## src/rtl/s298_ctl_pkg.sv

```systemverilog
// Shared definitions for the s298 query sequencer.
// Contents:
//   - default frame widths (NIN_D, NOUT_D) and the flush pattern (FLUSH_PAT_D)
//   - state encoding (state_t plus ST_* constants)
//   - is_dut_active(): true in the states that clock the benchmark
package s298_ctl_pkg;

  localparam int         NIN_D       = 3;
  localparam int         NOUT_D      = 6;
  localparam logic [2:0] FLUSH_PAT_D = 3'b001;

  typedef logic [2:0] state_t;

  localparam state_t ST_IDLE   = 3'd0;
  localparam state_t ST_KSHIFT = 3'd1;
  localparam state_t ST_FLUSH  = 3'd2;
  localparam state_t ST_RUN    = 3'd3;
  localparam state_t ST_RESP   = 3'd4;

  // The benchmark is only clocked while it is being flushed or driven with frames.
  function automatic logic is_dut_active(input state_t st);
    return (st == ST_FLUSH) || (st == ST_RUN);
  endfunction

endpackage

```

## src/rtl/s298_frame_capture.sv

```systemverilog
// Capture buffer of MAXLEN slots, each NOUT bits wide.
// Each slot is written in place by its index; nothing ever shifts.
// Ports:
//   i_ck, i_rn  clock and asynchronous active-low reset
//   i_clr       zero every slot
//   i_we        write i_din into slot i_idx
//   i_idx       slot index for the write
//   i_din       output frame to store
//   o_data      all slots; slot k sits at bits [k*NOUT +: NOUT]
module s298_frame_capture
  import s298_ctl_pkg::*;
#(
  parameter int NOUT   = NOUT_D,
  parameter int MAXLEN = 16,
  parameter int IDXW   = $clog2(MAXLEN)
)(
  input  logic                   i_ck,
  input  logic                   i_rn,
  input  logic                   i_clr,
  input  logic                   i_we,
  input  logic [IDXW-1:0]        i_idx,
  input  logic [NOUT-1:0]        i_din,
  output logic [MAXLEN*NOUT-1:0] o_data
);

  localparam int BW = $clog2(MAXLEN*NOUT);

  logic [MAXLEN*NOUT-1:0] r_data;
  logic [BW-1:0]          w_base;

  assign w_base = BW'(i_idx) * BW'(NOUT);

  // Slot storage: clear takes priority over a write.
  always_ff @(posedge i_ck or negedge i_rn) begin
    if (!i_rn) begin
      r_data <= {(MAXLEN*NOUT){1'b0}};
    end else if (i_clr) begin
      r_data <= {(MAXLEN*NOUT){1'b0}};
    end else if (i_we) begin
      r_data[w_base +: NOUT] <= i_din;
    end
  end

  assign o_data = r_data;

endmodule

```

## src/rtl/s298_query_seq.sv

```systemverilog
// Sequencer that drives one locked s298 instance as an oracle.
// It shifts a key into the key scan chain and flushes the benchmark to a
// known state. It then applies a queued list of input frames and returns
// the output frame captured in every cycle as one response.
// Ports:
//   i_ck, i_rn                     clock and asynchronous active-low reset
//   i_key_valid/i_key_data         key request; o_key_ready accepts it
//   o_key_loaded                   a complete key is in the chain
//   i_q_valid/i_q_len/i_q_frames   query request; o_q_ready accepts it
//   o_dut_in/i_dut_out/o_dut_en    benchmark data inputs, outputs, clock enable
//   o_dut_key_se/o_dut_key_si      key scan enable and data
//   o_r_valid/i_r_ready            response handshake
//   o_r_data/o_r_len/o_r_err       captured frames, frame count, length clamped
//   o_busy                         not idle
module s298_query_seq
  import s298_ctl_pkg::*;
#(
  parameter int             NIN       = NIN_D,
  parameter int             NOUT      = NOUT_D,
  parameter int             KEYW      = 16,
  parameter int             MAXLEN    = 16,
  parameter int             LENW      = 5,
  parameter int             FLUSH_CYC = 2,
  parameter logic [NIN-1:0] FLUSH_PAT = NIN'(FLUSH_PAT_D)
)(
  input  logic                   i_ck,
  input  logic                   i_rn,
  input  logic                   i_key_valid,
  input  logic [KEYW-1:0]        i_key_data,
  output logic                   o_key_ready,
  output logic                   o_key_loaded,
  input  logic                   i_q_valid,
  input  logic [LENW-1:0]        i_q_len,
  input  logic [MAXLEN*NIN-1:0]  i_q_frames,
  output logic                   o_q_ready,
  output logic [NIN-1:0]         o_dut_in,
  input  logic [NOUT-1:0]        i_dut_out,
  output logic                   o_dut_en,
  output logic                   o_dut_key_se,
  output logic                   o_dut_key_si,
  output logic                   o_r_valid,
  input  logic                   i_r_ready,
  output logic [MAXLEN*NOUT-1:0] o_r_data,
  output logic [LENW-1:0]        o_r_len,
  output logic                   o_r_err,
  output logic                   o_busy
);

  localparam int KIW   = $clog2(KEYW);
  localparam int CIW   = $clog2(MAXLEN);
  localparam int FIDXW = $clog2(MAXLEN*NIN);

  localparam logic [LENW-1:0] KEY_LAST   = LENW'(KEYW-1);
  localparam logic [LENW-1:0] FLUSH_LAST = LENW'(FLUSH_CYC-1);
  localparam logic [LENW-1:0] LEN_MAX    = LENW'(MAXLEN);
  localparam logic [LENW-1:0] CNT_ZERO   = {LENW{1'b0}};
  localparam logic [LENW-1:0] CNT_ONE    = LENW'(1);

  state_t                r_state;
  state_t                w_state_nxt;
  logic [LENW-1:0]       r_cnt;
  logic [LENW-1:0]       w_cnt_nxt;
  logic [LENW-1:0]       r_len;
  logic                  r_err;
  logic                  r_key_loaded;
  logic [KEYW-1:0]       r_key;
  logic [MAXLEN*NIN-1:0] r_frames;

  logic                  w_idle;
  logic                  w_key_acc;
  logic                  w_q_acc;
  logic                  w_key_done;
  logic                  w_len_over;
  logic [LENW-1:0]       w_len_clamp;
  logic [KIW-1:0]        w_key_idx;
  logic [FIDXW-1:0]      w_fbase;
  logic [NIN-1:0]        w_frame;
  logic                  w_cap_we;

  assign w_idle     = (r_state == ST_IDLE);
  // A key request always wins over a query presented in the same cycle.
  assign w_key_acc  = w_idle & i_key_valid;
  assign w_q_acc    = w_idle & i_q_valid & r_key_loaded & ~i_key_valid;
  assign w_key_done = (r_state == ST_KSHIFT) && (r_cnt == KEY_LAST);

  assign w_len_over  = (i_q_len > LEN_MAX);
  assign w_len_clamp = w_len_over ? LEN_MAX : i_q_len;

  // The key goes out MSB first, so shift cycle i presents bit KEYW-1-i.
  assign w_key_idx = KIW'(KEY_LAST - r_cnt);
  assign w_fbase   = FIDXW'(r_cnt) * FIDXW'(NIN);
  assign w_frame   = r_frames[w_fbase +: NIN];
  assign w_cap_we  = (r_state == ST_RUN);

  // Next state and the shared cycle counter. Each phase ends on an exact compare.
  always_comb begin
    w_state_nxt = r_state;
    w_cnt_nxt   = r_cnt;
    case (r_state)
      ST_IDLE: begin
        w_cnt_nxt = CNT_ZERO;
        if (w_key_acc) begin
          w_state_nxt = ST_KSHIFT;
        end else if (w_q_acc) begin
          w_state_nxt = ST_FLUSH;
        end else begin
          w_state_nxt = ST_IDLE;
        end
      end
      ST_KSHIFT: begin
        if (r_cnt == KEY_LAST) begin
          w_state_nxt = ST_IDLE;
          w_cnt_nxt   = CNT_ZERO;
        end else begin
          w_cnt_nxt = r_cnt + CNT_ONE;
        end
      end
      ST_FLUSH: begin
        if (r_cnt == FLUSH_LAST) begin
          w_cnt_nxt = CNT_ZERO;
          if (r_len == CNT_ZERO) begin
            w_state_nxt = ST_RESP;
          end else begin
            w_state_nxt = ST_RUN;
          end
        end else begin
          w_cnt_nxt = r_cnt + CNT_ONE;
        end
      end
      ST_RUN: begin
        // r_len is at least 1 here; a zero-length query skips RUN.
        if (r_cnt == (r_len - CNT_ONE)) begin
          w_state_nxt = ST_RESP;
          w_cnt_nxt   = CNT_ZERO;
        end else begin
          w_cnt_nxt = r_cnt + CNT_ONE;
        end
      end
      ST_RESP: begin
        if (i_r_ready) begin
          w_state_nxt = ST_IDLE;
        end else begin
          w_state_nxt = ST_RESP;
        end
      end
      default: begin
        w_state_nxt = ST_IDLE;
        w_cnt_nxt   = CNT_ZERO;
      end
    endcase
  end

  // State and request latches. Any reset drops KEY_LOADED because the chain is then unknown.
  always_ff @(posedge i_ck or negedge i_rn) begin
    if (!i_rn) begin
      r_state      <= ST_IDLE;
      r_cnt        <= CNT_ZERO;
      r_len        <= CNT_ZERO;
      r_err        <= 1'b0;
      r_key_loaded <= 1'b0;
      r_key        <= {KEYW{1'b0}};
      r_frames     <= {(MAXLEN*NIN){1'b0}};
    end else begin
      r_state <= w_state_nxt;
      r_cnt   <= w_cnt_nxt;
      if (w_key_acc) begin
        r_key        <= i_key_data;
        r_key_loaded <= 1'b0;
      end else if (w_key_done) begin
        r_key_loaded <= 1'b1;
      end
      if (w_q_acc) begin
        r_frames <= i_q_frames;
        r_len    <= w_len_clamp;
        r_err    <= w_len_over;
      end
    end
  end

  // Benchmark, scan and response strobes decoded from the registered state.
  always_comb begin
    o_dut_in     = {NIN{1'b0}};
    o_dut_key_se = 1'b0;
    o_dut_key_si = 1'b0;
    o_r_valid    = 1'b0;
    o_busy       = 1'b1;
    case (r_state)
      ST_IDLE: begin
        o_busy = 1'b0;
      end
      ST_KSHIFT: begin
        o_dut_key_se = 1'b1;
        o_dut_key_si = r_key[w_key_idx];
      end
      ST_FLUSH: begin
        o_dut_in = FLUSH_PAT;
      end
      ST_RUN: begin
        o_dut_in = w_frame;
      end
      ST_RESP: begin
        o_r_valid = 1'b1;
      end
      default: begin
        o_busy = 1'b0;
      end
    endcase
  end

  assign o_dut_en     = is_dut_active(r_state);
  // Gate with RN so that KEY_READY also reads 0 while reset is held.
  assign o_key_ready  = w_key_acc & i_rn;
  assign o_q_ready    = w_q_acc;
  assign o_key_loaded = r_key_loaded;
  assign o_r_len      = r_len;
  assign o_r_err      = r_err;

  // The capture buffer is cleared on query accept, so slots past LEN read 0.
  s298_frame_capture #(
    .NOUT   (NOUT),
    .MAXLEN (MAXLEN),
    .IDXW   (CIW)
  ) u_capture (
    .i_ck   (i_ck),
    .i_rn   (i_rn),
    .i_clr  (w_q_acc),
    .i_we   (w_cap_we),
    .i_idx  (r_cnt[CIW-1:0]),
    .i_din  (i_dut_out),
    .o_data (o_r_data)
  );

endmodule

```

## config.mk

```make
export PLATFORM = sky130hd
export DESIGN_NAME = s298_query_seq
export DESIGN_NICKNAME = d
export VERILOG_FILES = /design/src/rtl/s298_ctl_pkg.sv /design/src/rtl/s298_frame_capture.sv /design/src/rtl/s298_query_seq.sv
export SDC_FILE = /design/constraint.sdc
export NUM_CORES = 1
export LEC_CHECK = 0
export CORE_UTILIZATION = 45
export DETAILED_ROUTE_END_ITERATION = 10
export DONT_BUFFER_PORTS = 1
export GPL_ROUTABILITY_DRIVEN = 1
export HOLD_SLACK_MARGIN = 0.02
export PLACE_DENSITY_LB_ADDON = 0.05
export SYNTH_ARGS = -nofsm -noshare
export SYNTH_HDL_FRONTEND = slang
export SYNTH_SLANG_ARGS = --single-unit
```

## constraint.sdc

```tcl
create_clock -name i_ck -period 9.4 [get_ports i_ck]
set_input_delay 0.94 -clock i_ck [delete_from_list [all_inputs] [get_ports i_ck]]
set_output_delay 0.94 -clock i_ck [all_outputs]
set_load 0.02 [all_outputs]
```

## Word level (Yosys, flattened, before mapping)

Cells that the tools add are included.

| word-level totals | value |
|---|---|
| bits in read-only memories | 0 |
| input port bits | 80 |
| output and inout bits | 113 |
| bits in latches | 0 |
| memories | 0 |
| bits in registers | 175 |
| bits in writable memories | 0 |

| operators by class | value |
|---|---|
| div/mod/pow operators | 0 |
| add/subtract/negate cells | 4 |
| bitwise gates (word level) | 6 |
| $mul | 2 |
| shift-type cells | 3 |
| equal/unequal tests | 10 |
| order comparisons | 2 |
| reductions and logical operators | 8 |
| multiplexer cells | 25 |

Operators with widths:

| operator | count |
|---|---|
| $mux 96 | 2 |
| $bwmux 96 | 1 |
| $shift 6x9->96 const A | 1 |
| $shiftx 6x9->96 | 1 |
| $shiftx 48x7->3 | 1 |
| $mux 5 | 4 |
| $pmux 5 s4 | 1 |
| $mux 3 | 5 |
| $pmux 3 s5 | 1 |
| $neg 7->9 | 1 |
| $mux 1 | 7 |
| $eq 3x2->1 const B | 2 |
| $mul 4x2->6 const B | 1 |
| $mul 5x2->6 const B | 1 |
| $pmux 3 s2 | 1 |
| $add 5x1->5 const B | 1 |
| $and 1x1->1 | 5 |
| $eq 5x1->1 const B | 1 |
| $eq 5x4->1 const B | 1 |
| $eq 5x5->1 | 1 |
| $gt 5x5->1 const B | 1 |
| $logic_not 5->1 | 1 |
| $lt 4x5->1 const B | 1 |
| $sub 5x1->5 const B | 1 |
| 14 further kinds | 17 |

## Depth between registers and ports, before layout

| depth | value |
|---|---|
| depth in word-level cells | 7 |
| gate-level depth with buffers | 14 |
| depth with buffers taken out | 9 |

## Hierarchy

From an unflattened synthesis, not the netlist that was laid out.

| second synthesis, totals | value |
|---|---|
| cells, all modules | 1001 |
| area total of the unflattened synthesis | 10734.0 µm² |

Modules (own cells, without submodules):

| module | times used | seq. area each (µm²) | cells an instance | area an instance (µm²) |
|---|---|---|---|---|
| s298_frame_capture | 1 | 2402.3 | 645 | 5970.7 |
| s298_query_seq | 1 | 1976.9 | 356 | 4763.3 |

## Least setup slack after synthesis

No wires, ideal clock.

| timing | value |
|---|---|
| path kind | register -> output |
| start point | register r_cnt[2] |
| end point | output o_dut_in[2] |
| arrival time | 3295 ps |
| path buffers | 4 |
| path slack | 5165 ps |
| cell stages (with the launch flop) | 14 |
| cell sequence | dfrtp_1 > clkbuf_1 > buf_2 > inv_1 > ha_1 > buf_6 > a21oi_4 > a21oi_1 > nor2_1 > buf_2 > mux2i_1 > a21oi_1 > a211o_1 > a311oi_1 |

| between the ends | value |
|---|---|
| longest elaborated chain between the ends | 3 |

RTL lines:

| element | RTL line | text |
|---|---|---|
| from (decl) | s298_query_seq.sv:61 | `logic [LENW-1:0] r_cnt;` |
| from (signal assigned) | s298_query_seq.sv:165 | `r_cnt <= w_cnt_nxt;` |
| $mul 5x2->6 | s298_query_seq.sv:91 | `assign w_fbase = FIDXW'(r_cnt) * FIDXW'(NIN);` |
| $shiftx 48x7->3 | s298_query_seq.sv:92 | `assign w_frame = r_frames[w_fbase +: NIN];` |
| $pmux 3 s2 | s298_query_seq.sv:187 | `case (r_state)` |
| to (decl) | s298_query_seq.sv:36 | `output logic [NIN-1:0] o_dut_in,` |

No other way between the ends.

## Worst setup path after layout

Same ends and word-level chain as after synthesis.

==> results.env <==
POST_DETAILED_ROUTE_DRC_MARKER_COUNT=0
SYN-CELL-AREA_UM2=10600
CLKSLEWWORSTSETUPHOLDPATHS_NS=0.07
VIA_COUNT=8339
WORST_SLACK_NS=3.56
PLACED_CELL_AREA_UM2=10700
DETAILEDPLACEMENTHPWL_UM=22100
POST_SYNTH.CELL_AREA_AVG_UM2=9.64
SYNTHDOMINANTAREACELLTYPE='dfrtp_1'
LAYOUT_WORST_PATH_CYCLE_SHARE=0.621
ROUTE.DETAILED.WL_PER_INST_UM=22.2
TIMING_WORST_SLEW_PIN_VALUE_NS=1.14
PORT_BUFFERS=0
PERIOD_MINUS_SLACK_NS=5.84
CORE_REGION_AREA_UM2=22800
CTS-ROOT-BUF='clkbuf_16'
ROW_COUNT=55
GLOBAL_ROUTE.USAGE.TOTAL=0.265
INITIAL_UTIL=0.463
GRT_PASS1_VIAS=8201
CLOCK_PATH_BUFFERS=2
NUMBER_OF_POST_CTS_SETUP_REPAIR_BUFFERS=0
FP.DIEAREA_UM2=24100
FMAX_MHz=171
VIAS_PER_CELL=6.00
DIE_HEIGHT_UM=155
CTS_HOLD_BUFFERS=0
CRITICAL_PATH.CELL_CHAIN='inv_1 > ha_1 > nand3_2 > and3_1 > nor2_1 > mux2i_1 > a21oi_1 > a211o_1 > a311oi_1'
CRITICAL_PATH.SLOWEST_CELL='a311oi_1'
FINALNETCOUNT=1156
STATUS='finished clean'
TRITONCTS_NUM_SINKS=175
SYNTH_TOP_FLOP_CELL='dfrtp_1'
PLACE_CONGESTION=0.932
GRT_FIRST_PASS_WIRELENGTH_UM=48700
DRT-INITIAL-DRC-COUNT=818
POSTLAYOUTCELLAREA_UM2=11400
SYNTH_WARNINGS=0
WORSTPATHREQUIRED_NS=8.46
BOUNDARYPINS=193
N_ANTENNA_CELL=0
WORSTSKEWPAIRLATENCY_NS=0.44
DETAIL_ROUTE_ANTENNA_NETS=0
CTS_BUFFERS=17
FLOP_AND_LATCH_COUNT_OUT_OF_SYNTHESIS=175
FP.DIEW_UM=155
MAX_CAP_VIOLATIONS=0
HTREE_LEVELS=4
WORSTSETUPSTARTPOINTTYPE='flop'
CRITPATHBUFINV=1
POWER_PER_CELL_AREA_nW_PER_UM2=370
FIN_SKEW_NS=0.0109
AREA_DELTA_SYNTH_FINAL_PCT=7.46
SETUP_TOTAL_NEGATIVE_SLACK_NS=0
YOSYSSEQAREASHARE=0.414
PATH_DELAY_FAMILY='compound AO/OA/AOI/OAI gates'
GR-TOTAL-OVERFLOW=0
FINAL-MAX-SLEW-VIOLATION-COUNT=0
SYNTHARSTFLOPSHARE=1.00
YOSYS.CELL_TYPES.COUNT=88
SYNTH_LARGEST_TYPE_AREA_FRACTION=0.414
MIN-DELAY-PATH-CLASS='input port to async pin'
GRT_START_MAX_NET_PINS=177
CTS_TREE='built'
DRT-TOTAL-WL_UM=30900
CRITICAL_PATH_ARRIVAL_NS=4.90
SETUP_REPAIR_AFTER_GLOBAL_ROUTING_MISSED_ITS_MARGIN='no'
WORST_SLEW_MARGIN_REL=0.231
VDD_DROP_MAX_mV=0.137
PRE_CTS_SLACK_NS=4.09
DRIVE_GT1_FRAC=0.147
WORST-SETUP-PATH-TYPE='flop to primary output'
INITIAL_ANTENNA_VIOLATION_COUNT=0
FINALHOLDVIOLATIONS=0
CP_MAX_FO=21
POWER_CONSUMPTION_mW=4.20
NFILLCELLS=2211
SYNTH.TOP_CELLS.BY_AREA='dfrtp_1 (41%), nand2_1 (9.5%), mux2i_1 (7.1%)'
CELL_COUNT_AFTER_SYNTHESIS=1098
SYNTH_FP_NETS=1191
SETUP_VIOL_COUNT_FINAL=0
WORST_SETUP_PATH_END_KIND='primary output'
DR.PASS1.ITERS=5
CTS_RESIZED=0
SLOWEST_DELAY_NS=0.85
P_LEAK_nW=5.08
SYNTH_ENABLE_FLOP_CELLS=0
-- worst paths after layout --
| path | startpoint | endpoint | slack (ns) | cells after the start |
|---|---|---|---|---|
| min in group i_ck | r_frames[0] | r_frames[0] | 0.49 | 2 |
| max in group asynchronous | i_rn | u_capture.o_data[63] | 8.96 | 0 |
| hold / removal | i_rn | r_key[12] | 0.20 | 0 |
| hold reg to reg | r_frames[0] | r_frames[0] | 0.49 | 2 |
| setup / recovery | r_cnt[2] | o_dut_in[2] | 3.56 | 9 |
| setup reg to reg | r_cnt[2] | u_capture.o_data[11] | 5.08 | 9 |
-- power by group --
group	switching, mW	internal (mW)
registers	0.499	1.05
logic	1.18	0.715
clock network	0.345	0.415
-- registers in the layout, summed over array words and instances (netlist names) --
register,cells
r_state,3
o_r_len,5
r_frames,48
r_cnt,5
r_key,16
u_capture.o_data,96
o_r_err,1
o_key_loaded,1
-- layer usage --
layer | global-route usage | part of all wire
met2 | 0.383 | 0.44
met1 | 0.383 | 0.45
met5 | 0 | 0
met3 | 0.0752 | 0.091
met4 | 0.0789 | 0.020
-- cells in the mapped netlist, types with 7 or more instances --
| master | count |
|---|---|
| nand2_1 | 269 |
| dfrtp_1 | 175 |
| mux2i_1 | 75 |
| nor2_1 | 57 |
| a21oi_1 | 43 |
| clkbuf_1 | 36 |
| o21ai_0 | 33 |
| mux4_2 | 32 |
| nand3_1 | 28 |
| nor3_1 | 25 |
| mux2_2 | 23 |
| inv_1 | 18 |
| a211oi_1 | 16 |
| buf_2 | 15 |
| ha_1 | 13 |
| o211ai_1 | 12 |
| a31oi_1 | 11 |
| a311oi_1 | 10 |
| and2_1 | 10 |
| nor2b_1 | 9 |
| or2_2 | 9 |
| a21o_1 | 8 |
| nand2b_1 | 8 |
| nand3b_1 | 7 |
| nand4_1 | 7 |
-- final cells by class --
cell class,count,area (um2),share of cell area
Multi-Input combinational cell,840,5820,0.512
Sequential cell,175,4380,0.385
Clock buffer,18,439,0.0386
Tap cell,313,392,0.0344
Clock inverter,14,190,0.0167
Inverter,20,76.3,0.00671
Timing Repair Buffer,9,67.6,0.00594
-- stage by stage --
stage / utilization / hold WS (ns) / cells
final: 0.498 / 0.197 / 1389
after detailed placement: 0.470 / 0.467 / 1357
after floorplan: - / 0.441 / 1098
after global routing: 0.498 / 0.172 / 1389
after CTS: 0.498 / 0.185 / 1389
after global placement: 0.470 / 0.464 / 1357
-- cell families (layout without fill, tap and decap cells) --
logic type | count (synthesis) | in the layout | synth area share
adder cells (fa/ha/maj) | 13 | 13 | 0.0154
AO/OA/AOI/OAI | 205 | 205 | 0.140
AND/OR/NAND/NOR | 475 | 475 | 0.207
XOR/XNOR | 17 | 17 | 0.0242
multiplexers | 130 | 130 | 0.164
flip-flops | 175 | 175 | 0.414
buffers and inverters | 83 | 61 | 0.0358
-- placed cells by master, fill, tap and decap left out, types with 12 or more instances in the layout --
cell	n
nand2_1	269
dfrtp_1	174
mux2i_1	75
nor2_1	57
a21oi_1	43
o21ai_0	33
mux4_2	32
nand3_1	28
nor3_1	25
mux2_2	23
inv_1	18
clkbuf_16	17
a211oi_1	16
o211ai_1	12
ha_1	12
Note: power is estimated with default switching activity, not from simulation.
